[src/rtl/fetch_unit_if.sv]
// fetch_unit_if: bundles the fetch stage's three channels.
//   imem request  : imem_req_valid/imem_req_addr out, imem_req_ready in
//   imem response : imem_resp_valid/imem_resp_data in (in order, >=1 cycle)
//   redirect      : redirect_valid/redirect_pc in
//   decode side   : instr_valid/instr_data/instr_pc out, instr_ready in
// master = the fetch unit, slave = memory + decode environment.
interface fetch_unit_if;
  logic        imem_req_valid;
  logic [31:0] imem_req_addr;
  logic        imem_req_ready;
  logic        imem_resp_valid;
  logic [31:0] imem_resp_data;
  logic        redirect_valid;
  logic [31:0] redirect_pc;
  logic        instr_valid;
  logic [31:0] instr_data;
  logic [31:0] instr_pc;
  logic        instr_ready;

  modport master (
    output imem_req_valid, imem_req_addr,
    input  imem_req_ready,
    input  imem_resp_valid, imem_resp_data,
    input  redirect_valid, redirect_pc,
    output instr_valid, instr_data, instr_pc,
    input  instr_ready
  );

  modport slave (
    input  imem_req_valid, imem_req_addr,
    output imem_req_ready,
    output imem_resp_valid, imem_resp_data,
    output redirect_valid, redirect_pc,
    input  instr_valid, instr_data, instr_pc,
    output instr_ready
  );
endinterface

[src/rtl/fetch_unit.sv]
// fetch_unit: instruction fetch stage.
// Owns the fetch PC, issues sequential word reads to instruction memory,
// buffers returned words with their PCs in an in-order prefetch FIFO and
// hands them to decode over valid/ready. A redirect flushes the FIFO and
// marks every in-flight read for discard, then restarts at the new PC.
// Ports:
//   clk  - rising-edge clock
//   rst  - synchronous active-high reset
//   bus  - fetch_unit_if.master (imem request/response, redirect, decode)
// Parameters:
//   RESET_PC - first fetch address after reset (word aligned)
//   DEPTH    - FIFO entries = credit limit on outstanding + buffered words
module fetch_unit #(
  parameter logic [31:0] RESET_PC = 32'h0000_0000,
  parameter int          DEPTH    = 2
) (
  input  logic         clk,
  input  logic         rst,
  fetch_unit_if.master bus
);

  localparam int CW = $clog2(DEPTH + 1);
  localparam int AW = $clog2(DEPTH);

  logic [31:0]   fetch_pc_q, fetch_pc_d;
  logic [31:0]   resp_pc_q, resp_pc_d;
  logic [CW-1:0] out_q, out_d;
  logic [CW-1:0] disc_q, disc_d;
  logic [CW-1:0] cnt_q, cnt_d;
  logic [AW-1:0] wr_q, wr_d;
  logic [AW-1:0] rd_q, rd_d;

  logic [31:0]   fifo_pc_q   [DEPTH];
  logic [31:0]   fifo_data_q [DEPTH];

  logic [CW:0]   credit_used;
  logic          req_valid;
  logic          req_fire;
  logic          push;
  logic          pop;
  logic          head_valid;

  // Credit check uses only registered counters, so request issue never
  // depends combinationally on decode ready or on a response this cycle.
  assign credit_used = {1'b0, out_q} + {1'b0, cnt_q};
  assign req_valid   = !rst && !bus.redirect_valid
                       && (credit_used < (CW+1)'(DEPTH));
  assign req_fire    = req_valid && bus.imem_req_ready;

  assign head_valid  = !rst && (cnt_q != '0);
  assign pop         = head_valid && bus.instr_ready;

  // Words from before a redirect are dropped while the discard counter
  // drains; a response coinciding with a redirect is dropped as well.
  assign push        = bus.imem_resp_valid && !bus.redirect_valid
                       && (disc_q == '0);

  assign bus.imem_req_valid = req_valid;
  assign bus.imem_req_addr  = fetch_pc_q;
  assign bus.instr_valid    = head_valid;
  assign bus.instr_data     = head_valid ? fifo_data_q[rd_q] : 32'h0;
  assign bus.instr_pc       = head_valid ? fifo_pc_q[rd_q]   : 32'h0;

  always_comb begin
    fetch_pc_d = fetch_pc_q;
    resp_pc_d  = resp_pc_q;
    disc_d     = disc_q;
    cnt_d      = cnt_q;
    wr_d       = wr_q;
    rd_d       = rd_q;
    out_d      = out_q + CW'(req_fire) - CW'(bus.imem_resp_valid);

    if (bus.redirect_valid) begin
      fetch_pc_d = {bus.redirect_pc[31:2], 2'b00};
      resp_pc_d  = {bus.redirect_pc[31:2], 2'b00};
      cnt_d      = '0;
      wr_d       = '0;
      rd_d       = '0;
      // Everything still in flight after this cycle must be thrown away.
      disc_d     = out_d;
    end else begin
      if (req_fire) begin
        fetch_pc_d = fetch_pc_q + 32'd4;
      end
      if (bus.imem_resp_valid && (disc_q != '0)) begin
        disc_d = disc_q - CW'(1);
      end
      if (push) begin
        resp_pc_d = resp_pc_q + 32'd4;
        wr_d      = wr_q + AW'(1);
      end
      if (pop) begin
        rd_d = rd_q + AW'(1);
      end
      cnt_d = cnt_q + CW'(push) - CW'(pop);
    end
  end

  always_ff @(posedge clk) begin
    if (rst) begin
      fetch_pc_q <= RESET_PC;
      resp_pc_q  <= RESET_PC;
      out_q      <= '0;
      disc_q     <= '0;
      cnt_q      <= '0;
      wr_q       <= '0;
      rd_q       <= '0;
    end else begin
      fetch_pc_q <= fetch_pc_d;
      resp_pc_q  <= resp_pc_d;
      out_q      <= out_d;
      disc_q     <= disc_d;
      cnt_q      <= cnt_d;
      wr_q       <= wr_d;
      rd_q       <= rd_d;
    end
  end

  // FIFO storage needs no reset; the count qualifies every read.
  always_ff @(posedge clk) begin
    if (push && !rst) begin
      fifo_pc_q[wr_q]   <= resp_pc_q;
      fifo_data_q[wr_q] <= bus.imem_resp_data;
    end
  end

endmodule

[src/flat_wrapper.sv]
// flat-port wrapper written by rule: the top's interface ports become plain ports
module fetch_unit_flat 
#(
  parameter logic [31:0] RESET_PC = 32'h0000_0000,
  parameter int          DEPTH    = 2
)
  (clk, rst, bus_imem_req_valid, bus_imem_req_addr, bus_imem_req_ready, bus_imem_resp_valid, bus_imem_resp_data, bus_redirect_valid, bus_redirect_pc, bus_instr_valid, bus_instr_data, bus_instr_pc, bus_instr_ready);
  fetch_unit_if bus_i ();
  input  logic clk;
  input  logic rst;
  output wire logic [$bits(bus_i.imem_req_valid)-1:0] bus_imem_req_valid;
  output wire logic [$bits(bus_i.imem_req_addr)-1:0] bus_imem_req_addr;
  input wire logic [$bits(bus_i.imem_req_ready)-1:0] bus_imem_req_ready;
  input wire logic [$bits(bus_i.imem_resp_valid)-1:0] bus_imem_resp_valid;
  input wire logic [$bits(bus_i.imem_resp_data)-1:0] bus_imem_resp_data;
  input wire logic [$bits(bus_i.redirect_valid)-1:0] bus_redirect_valid;
  input wire logic [$bits(bus_i.redirect_pc)-1:0] bus_redirect_pc;
  output wire logic [$bits(bus_i.instr_valid)-1:0] bus_instr_valid;
  output wire logic [$bits(bus_i.instr_data)-1:0] bus_instr_data;
  output wire logic [$bits(bus_i.instr_pc)-1:0] bus_instr_pc;
  input wire logic [$bits(bus_i.instr_ready)-1:0] bus_instr_ready;
  assign bus_imem_req_valid = bus_i.imem_req_valid;
  assign bus_imem_req_addr = bus_i.imem_req_addr;
  assign bus_i.imem_req_ready = bus_imem_req_ready;
  assign bus_i.imem_resp_valid = bus_imem_resp_valid;
  assign bus_i.imem_resp_data = bus_imem_resp_data;
  assign bus_i.redirect_valid = bus_redirect_valid;
  assign bus_i.redirect_pc = bus_redirect_pc;
  assign bus_instr_valid = bus_i.instr_valid;
  assign bus_instr_data = bus_i.instr_data;
  assign bus_instr_pc = bus_i.instr_pc;
  assign bus_i.instr_ready = bus_instr_ready;
  fetch_unit #(.RESET_PC(RESET_PC), .DEPTH(DEPTH)) u_core (.clk(clk), .rst(rst), .bus(bus_i));
endmodule
[config.mk]
export PLATFORM = sky130hd
export DESIGN_NAME = fetch_unit_flat
export DESIGN_NICKNAME = d
export VERILOG_FILES = /design/src/rtl/fetch_unit_if.sv /design/src/rtl/fetch_unit.sv /design/src/flat_wrapper.sv
export SDC_FILE = /design/constraint.sdc
export NUM_CORES = 1
export LEC_CHECK = 0
export CORE_MARGIN = 3
export CORE_UTILIZATION = 35
export CTS_CLUSTER_DIAMETER = 30
export DETAILED_ROUTE_END_ITERATION = 12
export PLACE_DENSITY = 0.57
export SLEW_MARGIN = 20
export SYNTH_ARGS = -nofsm -noshare
export SYNTH_HDL_FRONTEND = slang
export SYNTH_SLANG_ARGS = --single-unit
[constraint.sdc]
create_clock -name clk -period 9.5 [get_ports clk]
set_input_delay 1.425 -clock clk [delete_from_list [all_inputs] [get_ports clk]]
set_output_delay 1.425 -clock clk [all_outputs]
set_load 0.01 [all_outputs]
# [Word-level counts from Yosys, hierarchy flattened]
# Memories as Yosys holds them, arrays and structs flattened. A register that Yosys moved wholly into a read port is not among the register bits.
# Index checks and enable logic that the tools add are counted.
[word_totals] elab_cells=54 rom_bits=0 latch_bits=0 input_bits=70 ff_bits=72 n_memories=2 mem_bits_rw=128
[memory_table] name="u_core.fifo_data_q" words=2 width=32 read_ports=1 rd_clocked_by_memory_dff=1 wr=1 line="fetch_unit.sv:34" rtl="logic [31:0] fifo_data_q [DEPTH];"
[memory_table] name="u_core.fifo_pc_q" words=2 width=32 read_ports=1 rd_clocked_by_memory_dff=1 wr=1 line="fetch_unit.sv:33" rtl="logic [31:0] fifo_pc_q [DEPTH];"
[classes] n_mux=14 div=0 n_shift=0 n_bitwise=0 multipliers=0 eq_ne=0 order_cmp=1 n_addsub=10 reduce_logical=18
[ops] operator="$mux 32" count=6
[ops] operator="$add 32x3->32 const B" count=2
[ops] operator="$reduce_bool 2->1" count=5
[ops] operator="$logic_and 1x1->1" count=9
[ops] operator="$mux 1" count=6
[ops] operator="$add 2x1->2" count=2
[ops] operator="$mux 2" count=2
[ops] operator="$sub 2x1->2" count=2
[ops] operator="$add 2x2->3" count=1
[ops] operator="$lt 3x2->1 const B" count=1
[ops] operator="$add 1x1->1 const B" count=2
[ops] operator="$logic_not 1->1" count=2
[ops] operator="$logic_not 2->1" count=1
[ops] operator="$reduce_or 2->1" count=1
[ops] operator="$sub 2x1->2 const B" count=1

# [Longest topological paths before layout]
# Gate-level depths: netlist (run 1).
[depth] word_depth=7 depth_mapped=10 ltp_nobuf=10

# [Worst setup path before layout (run 1)]
# OpenSTA, ideal clock, no wires.
[synth_timing] path_type="input-to-reg" start="input port bus_imem_resp_valid" end="memory u_core.fifo_data_q[0][0], enable pin" cell_stages=5 required_ns=9.018 n_path_buf=2 path_slack_ns=4.164 arrival_time_ns=4.854 cell_sequence="clkbuf_1 and2_1 clkbuf_1 nand2_1 nor2_1"
[synth_between] elab_chain_len=5
[synth_rtl] element="from (decl)" line="flat_wrapper.sv:14" rtl="input wire logic [$bits(bus_i.imem_resp_valid)-1:0] bus_imem_resp_valid;"
[synth_rtl] element="$logic_and 1x1->1" line="fetch_unit.sv:55" rtl="assign push = bus.imem_resp_valid && !bus.redirect_valid"
[synth_rtl] element="$logic_and 1x1->1" line="fetch_unit.sv:56" rtl="&& (disc_q == '0);"
[synth_rtl] element="$logic_and 1x1->1" line="fetch_unit.sv:121" rtl="if (push && !rst) begin"
[synth_rtl] element="$mux 1" line="fetch_unit.sv:121"
[synth_rtl] element="$mux 1 (not written as such)" line="fetch_unit.sv:123" rtl="fifo_data_q[wr_q] <= bus.imem_resp_data;"
[synth_rtl] element="to (decl)" line="fetch_unit.sv:34"
# No other way between the ends.

# [Final worst setup path (run 1)]
[layout_timing] start="input port rst" end="output port bus_instr_pc[22]"
[layout_between] elab_chain_len=3
[layout_rtl] element="from (decl)" line="flat_wrapper.sv:10" rtl="input logic rst;"
[layout_rtl] element="$logic_not 1->1" line="fetch_unit.sv:50" rtl="assign head_valid = !rst && (cnt_q != '0);"
[layout_rtl] element="$logic_and 1x1->1" line="fetch_unit.sv:50"
[layout_rtl] element="$mux 32" line="fetch_unit.sv:62" rtl="assign bus.instr_pc = head_valid ? fifo_pc_q[rd_q] : 32'h0;"
[layout_rtl] element="to (decl)" line="flat_wrapper.sv:20" rtl="output wire logic [$bits(bus_i.instr_pc)-1:0] bus_instr_pc;"
# No other way between the ends.

==> flow_metrics.py, run 1 <==
metrics = {
    "status": {
        "status": "finished clean",
    },
    "floorplanning": {
        "pin_count": 168,
        "fp.coreArea_mm2": 0.0244,
        "die_w_um": 164,
        "die-area_mm2": 0.0268,
        "rows": 57,
        "die_y_um": 164,
        "initial_utilization": 0.357,
    },
    "synthesis": {
        "synth_flop_cell": "edfxtp_1",
        "postSynth.asyncResetShare": 0,
        "synth_top_area_share": 0.427,
        "avgSynthCellArea_um2": 11.5,
        "synth_cell_type_count": 57,
        "netlist_area_mm2": 0.00872,
        "syn_inst": 761,
        "synth.top_cells.by_area": "edfxtp_1 43%, dfxtp_1 16%, mux2i_1 7.1%",
        "seq_area_frac_synth": 0.586,
        "ys.warnings.count": 0,
        "ys_ff_latch": 193,
        "yosysTopAreaCell": "edfxtp_1",
        "synth_edf_count": 124,
    },
    "routing": {
        "totalWireLength_um": 22100,
        "ant_nets": 0,
        "dr.pass1.iters": 5,
        "vias": 6500,
        "route.detailed.drc": 0,
        "wl_per_cell_um": 17.8,
        "drt_iter0_drc": 391,
        "viasPerCell": 5.23,
    },
    "pwr": {
        "powerDensity_mw_per_mm2": 163,
        "ir_drop_mv": 0.0850,
        "p_switching_w": 0.000442,
        "combPwrFrac": 0.101,
        "power_frac_seq": 0.531,
        "swShare": 0.242,
        "clock_power_share": 0.368,
        "p_leak_nw": 3.48,
        "total_power_w": 0.00182,
        "p_int_w": 0.00138,
    },
    "sta": {
        "slew_headroom": 0.307,
        "clock.fmax_mhz": 169,
        "slew_violations": 0,
        "period_needed_ns": 5.92,
        "worstMarginPinSlew_ns": 1.04,
        "rsz0062_at_grt": "no",
        "setup_viol": 0,
        "final_hold_viol_count": 0,
        "fin_skew_ns": 0.0149,
        "setup_tns_ns": 0,
        "fin_crit_sh": 0.623,
    },
    "placed_design": {
        "portBuffers": 161,
        "place_inst": 1211,
        "place.gp.congestion": 0.830,
        "dp_hpwl_um": 14800,
        "placed_area_mm2": 0.0106,
    },
    "cells_and_area": {
        "fin_nets": 984,
        "final_common_cell": "clkdlybuf4s50_1",
        "fin_area_mm2": 0.0112,
        "ff_latch_area_mm2": 0.00511,
        "fillers": 2256,
        "area_growth_pct": 28.4,
        "most-common-layout-cells": "161 x clkdlybuf4s50_1, 124 x edfxtp_1, 81 x nor2_1, 68 x dfxtp_1, 62 x mux2i_1",
        "final_core_util": 0.459,
        "diodes": 0,
        "multiInputGateArea_mm2": 0.00339,
        "layout-drive-gt1-share": 0.0522,
        "stdcell_count": 1243,
    },
    "grt": {
        "grt_max_degree": 64,
        "grt_antenna_before_repair": 0,
        "grt_pass1_vias": 6069,
        "grt_usage": 0.166,
        "grt_pass1_wl_um": 34400,
        "gr-total-overflow": 0,
    },
    "worst_hold_path": {
        "worstHoldPathType": "reg2reg",
    },
    "clock_network": {
        "cts_root_buf": "clkbuf_16",
        "cts_setup_buffers": 0,
        "clk_pin_slew_ns": 0.07,
        "clock_path_buffers": 2,
        "holdBufCountCts": 0,
        "tritoncts.num_buffers": 17,
        "ctsHtreeMaxLevel": 4,
        "cts_tree": "yes",
        "clk_latency_ns": 0.43,
        "cts.sinks": 193,
        "cts-resized-gates": 0,
    },
    "setup_path": {
        "critPathMaxFanout": 63,
        "cp-end-kind": "primary output",
        "crit_arrival_ns": 4.49,
        "cp.required_ns": 8.08,
        "start_kind": "primary input",
        "criticalPathCategory": "in2out",
    },
    "run": {
        "cap_viol_max_count": 0,
    },
}
cell type report:
cell class | instances | share of cell area
Clock buffer | 19 | 0.0387
Clock inverter | 13 | 0.00995
Inverter | 16 | 0.00537
Multi-Input combinational cell | 508 | 0.303
Sequential cell | 193 | 0.457
Tap cell | 324 | 0.0362
Timing Repair Buffer | 170 | 0.150
logic make-up (layout without fill, tap and decap cells):
group           Yosys count  count (layout)  share of synthesized area
mux                      62              62                     0.0712
simple gates            278             278                      0.166
buf+inv                  63             218                     0.0290
flops                   193             193                      0.586
other cells               1               4                   0.000430
xor+xnor                 26              26                     0.0261
compound gates          130             130                      0.109
fa+ha+maj                 8               8                     0.0123
through the flow:
stage | hold WS, ns | worst slack (ns)
floorplan | 0.424 | 4.16
global placement | 0.496 | 3.60
detailed placement | 0.509 | 3.54
CTS | 0.522 | 3.54
global route | 0.548 | 3.33
finish | 0.522 | 3.58
state kept, by name (all words and copies together) (netlist names), named ones only:
register	cells
u_core.out_q	2
u_core.fifo_data_q	64
u_core.resp_pc_q	30
u_core.wr_q	1
u_core.fifo_pc_q	60
u_core.bus.imem_req_addr	30
u_core.rd_q	1
u_core.cnt_q	2
u_core.disc_q	2
worst paths after layout:
check	endpoint	slack (ns)	start	cells after the start
max reg2reg	u_core.bus.imem_req_addr[25]	6.36	u_core.cnt_q[0]	7
min reg2reg	u_core.rd_q	0.52	u_core.rd_q	2
max	bus_instr_pc[22]	3.58	rst	7
min	u_core.rd_q	0.52	u_core.rd_q	2
critical path, stage by stage:
cell and delay [ns]:
clkdlybuf4s50_1 0.45, buf_4 0.31, clkinv_1 0.77, o21ai_4 0.22, buf_4 0.59, nor2_1 0.15, clkdlybuf4s50_1 0.54
synthesized netlist by cell type (2+ instances only):
cell      count
and4_1        7
o31a_1       17
inv_1        15
or4_1        12
buf_4         4
nor3b_1       6
a211o_1       3
dfxtp_1      69
xnor2_1      18
nor2b_1       3
xor2_1        8
edfxtp_1    124
nand3_1      26
a21oi_1       6
and2_1        8
clkbuf_1     33
ha_1          7
o31ai_1       4
or3_1         9
buf_1         9
mux2i_1      62
a211oi_1      8
and3_1        8
nand4_1      25
nor3_1       13
a31oi_1      10
o211ai_1     11
or2_2         3
o21a_1       18
a311oi_1      8
nor2_1       82
nand2b_1      2
nor4_1       24
o221ai_1      2
o21ai_0      17
a21boi_0     18
nand2_1      42
power by group through the flow:
stage | logic (W) | registers, W | clock network [W]
finish | 0.000184 | 0.000968 | 0.000672
detailed placement | 0.000185 | 0.000985 | 0
CTS | 0.000187 | 0.000967 | 0.000692
global placement | 0.000184 | 0.000985 | 0
floorplan | 0.0000958 | 0.000978 | 0
global route | 0.000204 | 0.000973 | 0.000725
metal layers:
metal / share of wire / track usage / wire length, µm
met5: 0 / 0 / 0
met4: 0.011 / 0.0438 / 241
met3: 0.065 / 0.0404 / 1430
met2: 0.44 / 0.246 / 9620
met1: 0.49 / 0.242 / 10800
(Power assumes the default switching activity.)
==> inputs of run 2 (changes only) <==
Clock period 9.5 ns to 5.6 ns, I/O delays scaled along.
==> run 2 against run 1 <==
Clock skew shrank 0.0024 ns. Routed wire length is 0.99% higher. Register-to-register slack worse by 3.9 ns. Largest cell class unchanged.
==> flow_metrics.py, run 2 (synthesized netlist as in run 1, its figures left out) <==
metrics = {
    "sta": {
        "slew_headroom": 0.333,
        "worstMarginPinSlew_ns": 0.996,
        "slew_violations": 0,
        "setup_viol": 0,
        "fin_skew_ns": 0.0124,
        "setup_tns_ns": 0,
        "period_needed_ns": 3.88,
        "fin_crit_sh": 0.692,
        "clock.fmax_mhz": 258,
        "final_hold_viol_count": 0,
        "rsz0062_at_grt": "no",
        "timing.final.ws_setup_ns": 1.72,
    },
    "clock_network": {
        "cts_root_buf": "clkbuf_16",
        "cts_tree": "yes",
        "cts-resized-gates": 0,
        "clk_pin_slew_ns": 0.07,
        "clk_latency_ns": 0.43,
        "holdBufCountCts": 0,
        "tritoncts.num_buffers": 17,
        "cts.sinks": 193,
        "ctsHtreeMaxLevel": 4,
        "cts_setup_buffers": 0,
        "clock_path_buffers": 2,
    },
    "cells_and_area": {
        "fin_nets": 986,
        "stdcell_count": 1245,
        "fillers": 2302,
        "final_common_cell": "clkdlybuf4s50_1",
        "area_growth_pct": 28.7,
        "most-common-layout-cells": "161 x clkdlybuf4s50_1, 124 x edfxtp_1, 81 x nor2_1, 68 x dfxtp_1, 62 x mux2i_1",
        "layout-drive-gt1-share": 0.0565,
        "top_regs": "u_core.fifo_data_q: 64 flops, u_core.fifo_pc_q: 60 flops",
        "final_core_util": 0.460,
        "diodes": 0,
        "largest_reg_flops": 64,
        "largest-register": "u_core.fifo_data_q",
    },
    "floorplanning": {
        "die-area_mm2": 0.0268,
        "die_w_um": 164,
        "fp.coreArea_mm2": 0.0244,
        "initial_utilization": 0.357,
        "pin_count": 168,
        "die_y_um": 164,
        "rows": 57,
    },
    "status": {
        "status": "finished clean",
    },
    "grt": {
        "grt_usage": 0.164,
        "gr-total-overflow": 0,
        "grt_antenna_before_repair": 0,
        "grt_max_degree": 70,
        "grt_pass1_wl_um": 34100,
        "grt_pass1_vias": 6051,
    },
    "placed_design": {
        "place_inst": 1213,
        "preCtsSetupSlack_ns": 1.69,
        "dp_hpwl_um": 15200,
        "place.gp.congestion": 0.823,
        "portBuffers": 161,
    },
    "setup_path": {
        "criticalPathCategory": "in2out",
        "cp-end-kind": "primary output",
        "critPathMaxFanout": 36,
        "cp.required_ns": 4.76,
        "start_kind": "primary input",
        "reg2regPathDepth": 10,
        "crit_arrival_ns": 3.04,
    },
    "routing": {
        "drt_iter0_drc": 383,
        "dr.pass1.iters": 6,
        "totalWireLength_um": 22300,
        "vias": 6464,
        "viasPerCell": 5.19,
        "route.detailed.drc": 0,
        "wl_per_cell_um": 17.9,
        "ant_nets": 0,
    },
    "pwr": {
        "p_leak_nw": 3.50,
        "ir_drop_mv": 0.142,
        "powerDensity_mw_per_mm2": 277,
    },
    "worst_hold_path": {
        "worstHoldPathType": "reg2reg",
        "min_path_cells": 0,
    },
    "run": {
        "cap_viol_max_count": 0,
    },
}
run 2: cell types whose count changed in the layout (fill, tap and decap cells not counted):
cell        before  now
clkinv_2         2    1
buf_4            9   11
clkinv_8         0    2
clkinv_1         4    3
bufinv_16        1    0
inv_8            0    1
clkbuf_1         2    1
inv_6            2    4
clkinvlp_2       1    0
run 2: where the power goes:
| part | switching, W | total [W] | internal [W] |
|---|---|---|---|
| Sequential | 0.0000664 | 0.00164 | 0.00158 |
| Combinational | 0.000157 | 0.000313 | 0.000157 |
| Clock | 0.000568 | 0.00115 | 0.000585 |
| Total | 0.000791 | 0.00311 | 0.00232 |
run 2: stage by stage:
stage                     instance area, µm²  power, W  hold slack (ns)
after global placement                 10700   0.00198            0.493
after CTS                              11200   0.00313            0.523
final                                  11200   0.00311            0.521
after floorplan                         8730   0.00182            0.424
after global routing                   11200   0.00322            0.536
after detailed placement               10700   0.00199            0.505
run 2: routing by layer:
| metal | vias up | global-route usage | routed length, µm |
|---|---|---|---|
| met5 | - | 0 | 0 |
| met1 | 3049 | 0.241 | 11000 |
| met4 | 0 | 0.0392 | 246 |
| met3 | 17 | 0.0371 | 1380 |
| li1 | 3175 | - | - |
| met2 | 223 | 0.247 | 9670 |
run 2: final timing paths:
| check | from | endpoint | slack, ns |
|---|---|---|---|
| hold reg to reg | u_core.resp_pc_q[30] | u_core.fifo_pc_q[0][30] | 0.52 |
| setup / recovery | rst | bus_instr_pc[16] | 1.72 |
| hold / removal | u_core.resp_pc_q[30] | u_core.fifo_pc_q[0][30] | 0.52 |
| setup reg to reg | u_core.cnt_q[0] | u_core.disc_q[1] | 2.45 |
run 2: cell type report:
class	count	area, µm²	area share
sequential	193	5110	0.455
multi-input combinational	508	3390	0.302
timing repair buffer	172	1690	0.151
clock buffer	18	429	0.0383
tap	324	405	0.0361
clock inverter	14	129	0.0115
inverter	16	60.1	0.00535
run 2: critical path, stage by stage:
cell             delay [ns]
clkdlybuf4s50_1        0.57
clkinv_1               0.17
o21ai_4                0.39
buf_4                  0.43
nor2_1                 0.09
clkdlybuf4s50_1        0.52
==> inputs of run 3 (changes only) <==
Clock period 5.6 ns to 4.1 ns, I/O delays scaled along.
==> run 3 against run 2 <==
Cell count is 0.48% higher. Count of clock-buffer cells in the layout up 1. Non-clock buffer count is 6 higher. Worst setup slack worse by 0.87 ns. Design area is 1.1% higher. Sequential cell count unchanged. Die area did not move. Sequential share of layout area shrank 0.49 points.
==> flow_metrics.py, run 3 (synthesized netlist as in run 1, its figures left out) <==
metrics = {
    "grt": {
        "grt_antenna_before_repair": 0,
        "gr-usage-met3": 0.0376,
        "top_usage_layer": "met2",
        "grt_max_degree": 63,
        "grt_use_met1": 0.239,
        "grt_pass1_wl_um": 34400,
        "use_met2": 0.250,
        "grt_usage": 0.165,
        "grt_pass1_vias": 6044,
        "gr-total-overflow": 0,
    },
    "setup_path": {
        "start_kind": "primary input",
        "criticalPathCategory": "in2out",
        "cpMostUsedCell": "clkdlybuf4s50_1",
        "rr_endpoint": "u_core.bus.imem_req_addr[25]",
        "reg2reg_from": "u_core.cnt_q[0]",
        "critPathMaxFanout": 36,
        "reg2regPathDepth": 7,
        "cp-end-kind": "primary output",
        "cp_slowest_cell": "clkdlybuf4s50_1",
        "rrSetupSlack_ns": 0.93,
        "critical_path_buf_inv_count": 4,
        "crit_arrival_ns": 2.63,
        "path_cells": "clkdlybuf4s50_1, clkinv_1, o21ai_4, buf_4, nor2_1, clkdlybuf4s50_1",
        "cp.required_ns": 3.48,
        "cp_slowest_stage_delay_ns": 0.52,
        "path_delay_family": "buffers and inverters",
    },
    "clock_network": {
        "cts.sinks": 193,
        "clock_path_buffers": 2,
        "cts_root_buf": "clkbuf_16",
        "tritoncts.num_buffers": 17,
        "cts-resized-gates": 0,
        "cts_tree": "yes",
        "clk_latency_ns": 0.44,
        "clk_pin_slew_ns": 0.07,
        "cts_setup_buffers": 0,
        "ctsHtreeMaxLevel": 4,
        "holdBufCountCts": 0,
    },
    "routing": {
        "wl_per_cell_um": 17.7,
        "totalWireLength_um": 22200,
        "viasPerCell": 5.24,
        "route.detailed.drc": 0,
        "vias": 6555,
        "dr.pass1.iters": 5,
        "ant_nets": 0,
        "drt_iter0_drc": 375,
    },
    "worst_hold_path": {
        "min_path_cells": 2,
        "worstHoldPathType": "reg2reg",
        "hold_start": "u_core.rd_q",
        "holdPathEnd": "u_core.rd_q",
    },
    "sta": {
        "slew_headroom": 0.342,
        "setup_viol": 0,
        "setup_tns_ns": 0,
        "fin_skew_ns": 0.0142,
        "clock.fmax_mhz": 308,
        "rsz0062_at_grt": "no",
        "hold_ws_ns": 0.525,
        "final_hold_viol_count": 0,
        "fin_crit_sh": 0.792,
        "slew_violations": 0,
        "worstMarginPinSlew_ns": 0.983,
        "period_needed_ns": 3.25,
    },
    "cells_and_area": {
        "largest-register": "u_core.fifo_data_q",
        "largest_reg_flops": 64,
        "top_regs": "u_core.fifo_data_q: 64 flops, u_core.fifo_pc_q: 60 flops",
        "area_growth_pct": 30.1,
        "diodes": 0,
        "most-common-layout-cells": "161 x clkdlybuf4s50_1, 124 x edfxtp_1, 81 x nor2_1, 68 x dfxtp_1, 62 x mux2i_1",
        "layout-drive-gt1-share": 0.0626,
        "fin_nets": 992,
        "final_common_cell": "clkdlybuf4s50_1",
        "fillers": 2259,
    },
    "placed_design": {
        "place.gp.congestion": 0.838,
        "portBuffers": 161,
        "dp_hpwl_um": 15300,
    },
    "floorplanning": {
        "die_y_um": 164,
        "initial_utilization": 0.357,
        "pin_count": 168,
        "die_w_um": 164,
        "die-area_mm2": 0.0268,
        "fp.coreArea_mm2": 0.0244,
        "rows": 57,
    },
    "pwr": {
        "p_leak_nw": 3.55,
        "powerDensity_mw_per_mm2": 389,
        "ir_drop_mv": 0.210,
    },
    "status": {
        "status": "finished clean",
    },
    "run": {
        "cap_viol_max_count": 0,
    },
}
run 3: area by class of cell:
type | instances | area (µm²) | area share
Multi-Input combinational cell | 508 | 3390 | 0.299
Clock buffer | 19 | 433 | 0.0382
Sequential cell | 193 | 5110 | 0.451
Timing Repair Buffer | 178 | 1760 | 0.156
Inverter | 16 | 60.1 | 0.00530
Tap cell | 324 | 405 | 0.0358
Clock inverter | 13 | 178 | 0.0157
run 3: worst max path at each step:
stage                              startpoint                  endpoint  depth (start not counted)
final                                     rst          bus_instr_pc[31]                          6
after global routing                      rst         bus_instr_data[8]                          6
after CTS                                 rst          bus_instr_pc[31]                          6
after detailed placement                  rst          bus_instr_pc[31]                          6
after global placement                    rst          bus_instr_pc[22]                          6
after floorplan           bus_imem_resp_valid  u_core.fifo_data_q[0][0]                          5
run 3: power by group:
| group | leakage [nW] | switching, W | internal [W] |
|---|---|---|---|
| Sequential | 1.70 | 0.0000919 | 0.00215 |
| Combinational | 1.56 | 0.000214 | 0.000221 |
| Clock | 0.285 | 0.000751 | 0.000976 |
run 3: worst reg2reg max path: stages, from the launching register on:
cell and delay [ns]:
dfxtp_1 0.38, inv_1 0.08, nor2_1 0.13, fa_1 0.47, or3b_1 0.59, or3_1 0.63, or4_1 0.53, a311oi_1 0.27
run 3: layer usage:
layer,vias up,wire length (µm),part of all wire
met5,-,0,0
met4,0,247,0.011
met3,16,1500,0.068
met2,218,9720,0.44
met1,3133,10700,0.48
li1,3188,-,-
run 3: metrics by stage:
| stage | std cells | instance area [µm²] | util | worst slack (ns) | total power (W) |
|---|---|---|---|---|---|
| 2_1_floorplan | 764 | 8730 | - | 0.602 | 0.00249 |
| 3_3_place_gp | 1219 | 10700 | 0.440 | 0.785 | 0.00272 |
| 3_5_place_dp | 1219 | 10700 | 0.440 | 0.791 | 0.00272 |
| 4_1_cts | 1251 | 11300 | 0.465 | 0.790 | 0.00445 |
| 5_1_grt | 1251 | 11300 | 0.465 | 0.716 | 0.00457 |
| 6_report | 1251 | 11300 | 0.465 | 0.853 | 0.00441 |
==> RTL change (flow settings as in run 3) <==
`DEPTH` is set to 2 in 2 places; all go to 4.
--- a/src/rtl/fetch_unit.sv
+++ b/src/rtl/fetch_unit.sv
@@ -12,7 +12,7 @@
 //   DEPTH    - FIFO entries = credit limit on outstanding + buffered words
 module fetch_unit #(
   parameter logic [31:0] RESET_PC = 32'h0000_0000,
-  parameter int          DEPTH    = 2
+  parameter int          DEPTH    = 4
 ) (
   input  logic         clk,
   input  logic         rst,
--- a/src/flat_wrapper.sv
+++ b/src/flat_wrapper.sv
@@ -2,7 +2,7 @@
 module fetch_unit_flat 
 #(
   parameter logic [31:0] RESET_PC = 32'h0000_0000,
-  parameter int          DEPTH    = 2
+  parameter int          DEPTH    = 4
 )
   (clk, rst, bus_imem_req_valid, bus_imem_req_addr, bus_imem_req_ready, bus_imem_resp_valid, bus_imem_resp_data, bus_redirect_valid, bus_redirect_pc, bus_instr_valid, bus_instr_data, bus_instr_pc, bus_instr_ready);
   fetch_unit_if bus_i ();
Check against the original RTL: not equivalent (a bounded check fails within 4 cycles, from zero or initial values and one cycle with rst high).
==> RTL change against run 3 <==
Sequential cell count increased by 130. Worst hold slack lost 0.029 ns. Setup slack worse by 0.23 ns. Core utilization grew 1.9 points. Clock power rose to 3.3 times the old value. Area after synthesis up 54%. Total power grew 130%. Cell area increased by 61%. Critical path type is now reg2out. Wire length is 42% higher. Count of clock-buffer cells in the layout increased by 62. Cell count up 35%. Die area increased by 52%.
==> RTL change: results <==
export IMPL_status="finished clean"
export IMPL_p_per_area_nw_per_um2=547
export IMPL_crit_arrival_ns=2.86
export IMPL_max_stage_delay_ns=0.66
export IMPL_clock_skew_ns=0.0191
export IMPL_swShare_pct=21.6
export IMPL_antenna_found_initial=1
export IMPL_vias_per_cell=5.01
export IMPL_p_comb_w=0.000541
export IMPL_grtUsageMet2_pct=23.9
export IMPL_dr_max_layer_used="met4"
export IMPL_largestRegisters="u_core.fifo_data_q: 128 flops, u_core.fifo_pc_q: 120 flops"
export IMPL_grt_pass1_wl_mm=49.8
export IMPL_routed_wl_mm=31.4
export IMPL_dr_wl_met3_mm=1.99
export IMPL_h_tree_depth=3
export IMPL_drt_iter0_drc=501
export IMPL_ys_top_cells_by_count="edfxtp_1 (248), dfxtp_1 (75), and2_1 (70)"
export IMPL_path_clk_slew_ns=0.05
export IMPL_firstDrtPassIters=5
export IMPL_yosysUniqueCellTypes=55
export IMPL_grt_max_degree=66
export IMPL_place_gp_congestion=0.822
export IMPL_cts_buffer_depth=3
export IMPL_grt_pass1_vias=8900
export IMPL_drt_met1_wl_mm=14.5
export IMPL_grt_total_usage_pct=15.6
export IMPL_syn_area_per_cell_um2=14.8
export IMPL_yosysSeqAreaShare_pct=66.5
export IMPL_pre_cts_slack_ns=0.564
export IMPL_synth_adder_area_share_pct=1.60
export IMPL_cts_root_buf="clkbuf_16"
export IMPL_routed_via_count=8481
export IMPL_muxShareOfSynthArea_pct=10.6
export IMPL_final_nets=1210
export IMPL_synth_edf_count=248
export IMPL_hpwl_mm=20.2
export IMPL_place_inst=1561
export IMPL_grt_met3_usage_pct=3.74
export IMPL_pg_seq_w=0.00373
export IMPL_synthXorXnorAreaFrac_pct=2.54
export IMPL_slowest_stage="dfxtp_4"
export IMPL_synth_area_leaders="edfxtp_1 (55%), dfxtp_1 (11%), mux4_2 (10%), and2_1 (3.3%), xor2_1 (1.6%)"
export IMPL_synth_compound_area_share_pct=5.20
export IMPL_layout_drive_gt1_share_pct=18.7
export IMPL_wl_met2_mm=14.3
export IMPL_hold_path_class="reg2reg"
export IMPL_grtUsageMet1_pct=21.9
export IMPL_numCtsBuffers=72
export IMPL_place_area_um2=15800
export IMPL_max_vdd_ir_drop_uv=284
export IMPL_synthArstFlopShare_pct=0
export IMPL_p_leak_nw=6.10
export IMPL_cp_max_fo=22
export IMPL_cts_resized=0
export IMPL_tightest_slew_ns=0.728
export IMPL_crit_family="buffers and inverters"
export IMPL_fill_cells=3299
export IMPL_clkLatencyLatePin_ns=0.56
export IMPL_post_cts_buffers=0
-- RTL change: cell count changes after synthesis, sizes merged, moves of 17 or more --
cell / before / now
and2: 8 / 71
edfxtp: 124 / 248
mux2i: 62 / 2
mux4: 0 / 62
nor2: 82 / 45
o21a: 18 / 0
xor2: 8 / 25
-- RTL change: path summary, 6_finish.rpt --
| check | start | cells after the start | slack [ns] | to |
|---|---|---|---|---|
| worst max-delay path | flop | 4 | 0.62 | bus_instr_data[23] |
| worst min-delay path | u_core.wr_q[0] | 2 | 0.50 | u_core.wr_q[0] |
| worst max register to register | u_core.cnt_q[2] | 7 | 1.05 | u_core.bus.imem_req_addr[30] |
| worst min register to register | u_core.wr_q[0] | 2 | 0.50 | u_core.wr_q[0] |
-- RTL change: layout make-up --
class,count,area (um^2),share of cell area (%)
well taps,511,639,3.50
clock buffers,81,1920,10.5
flip-flops and latches,323,8960,49.0
repair buffers,186,1860,10.2
inverters,27,101,0.555
multi-input cells,514,4250,23.2
clock inverters,51,546,2.99
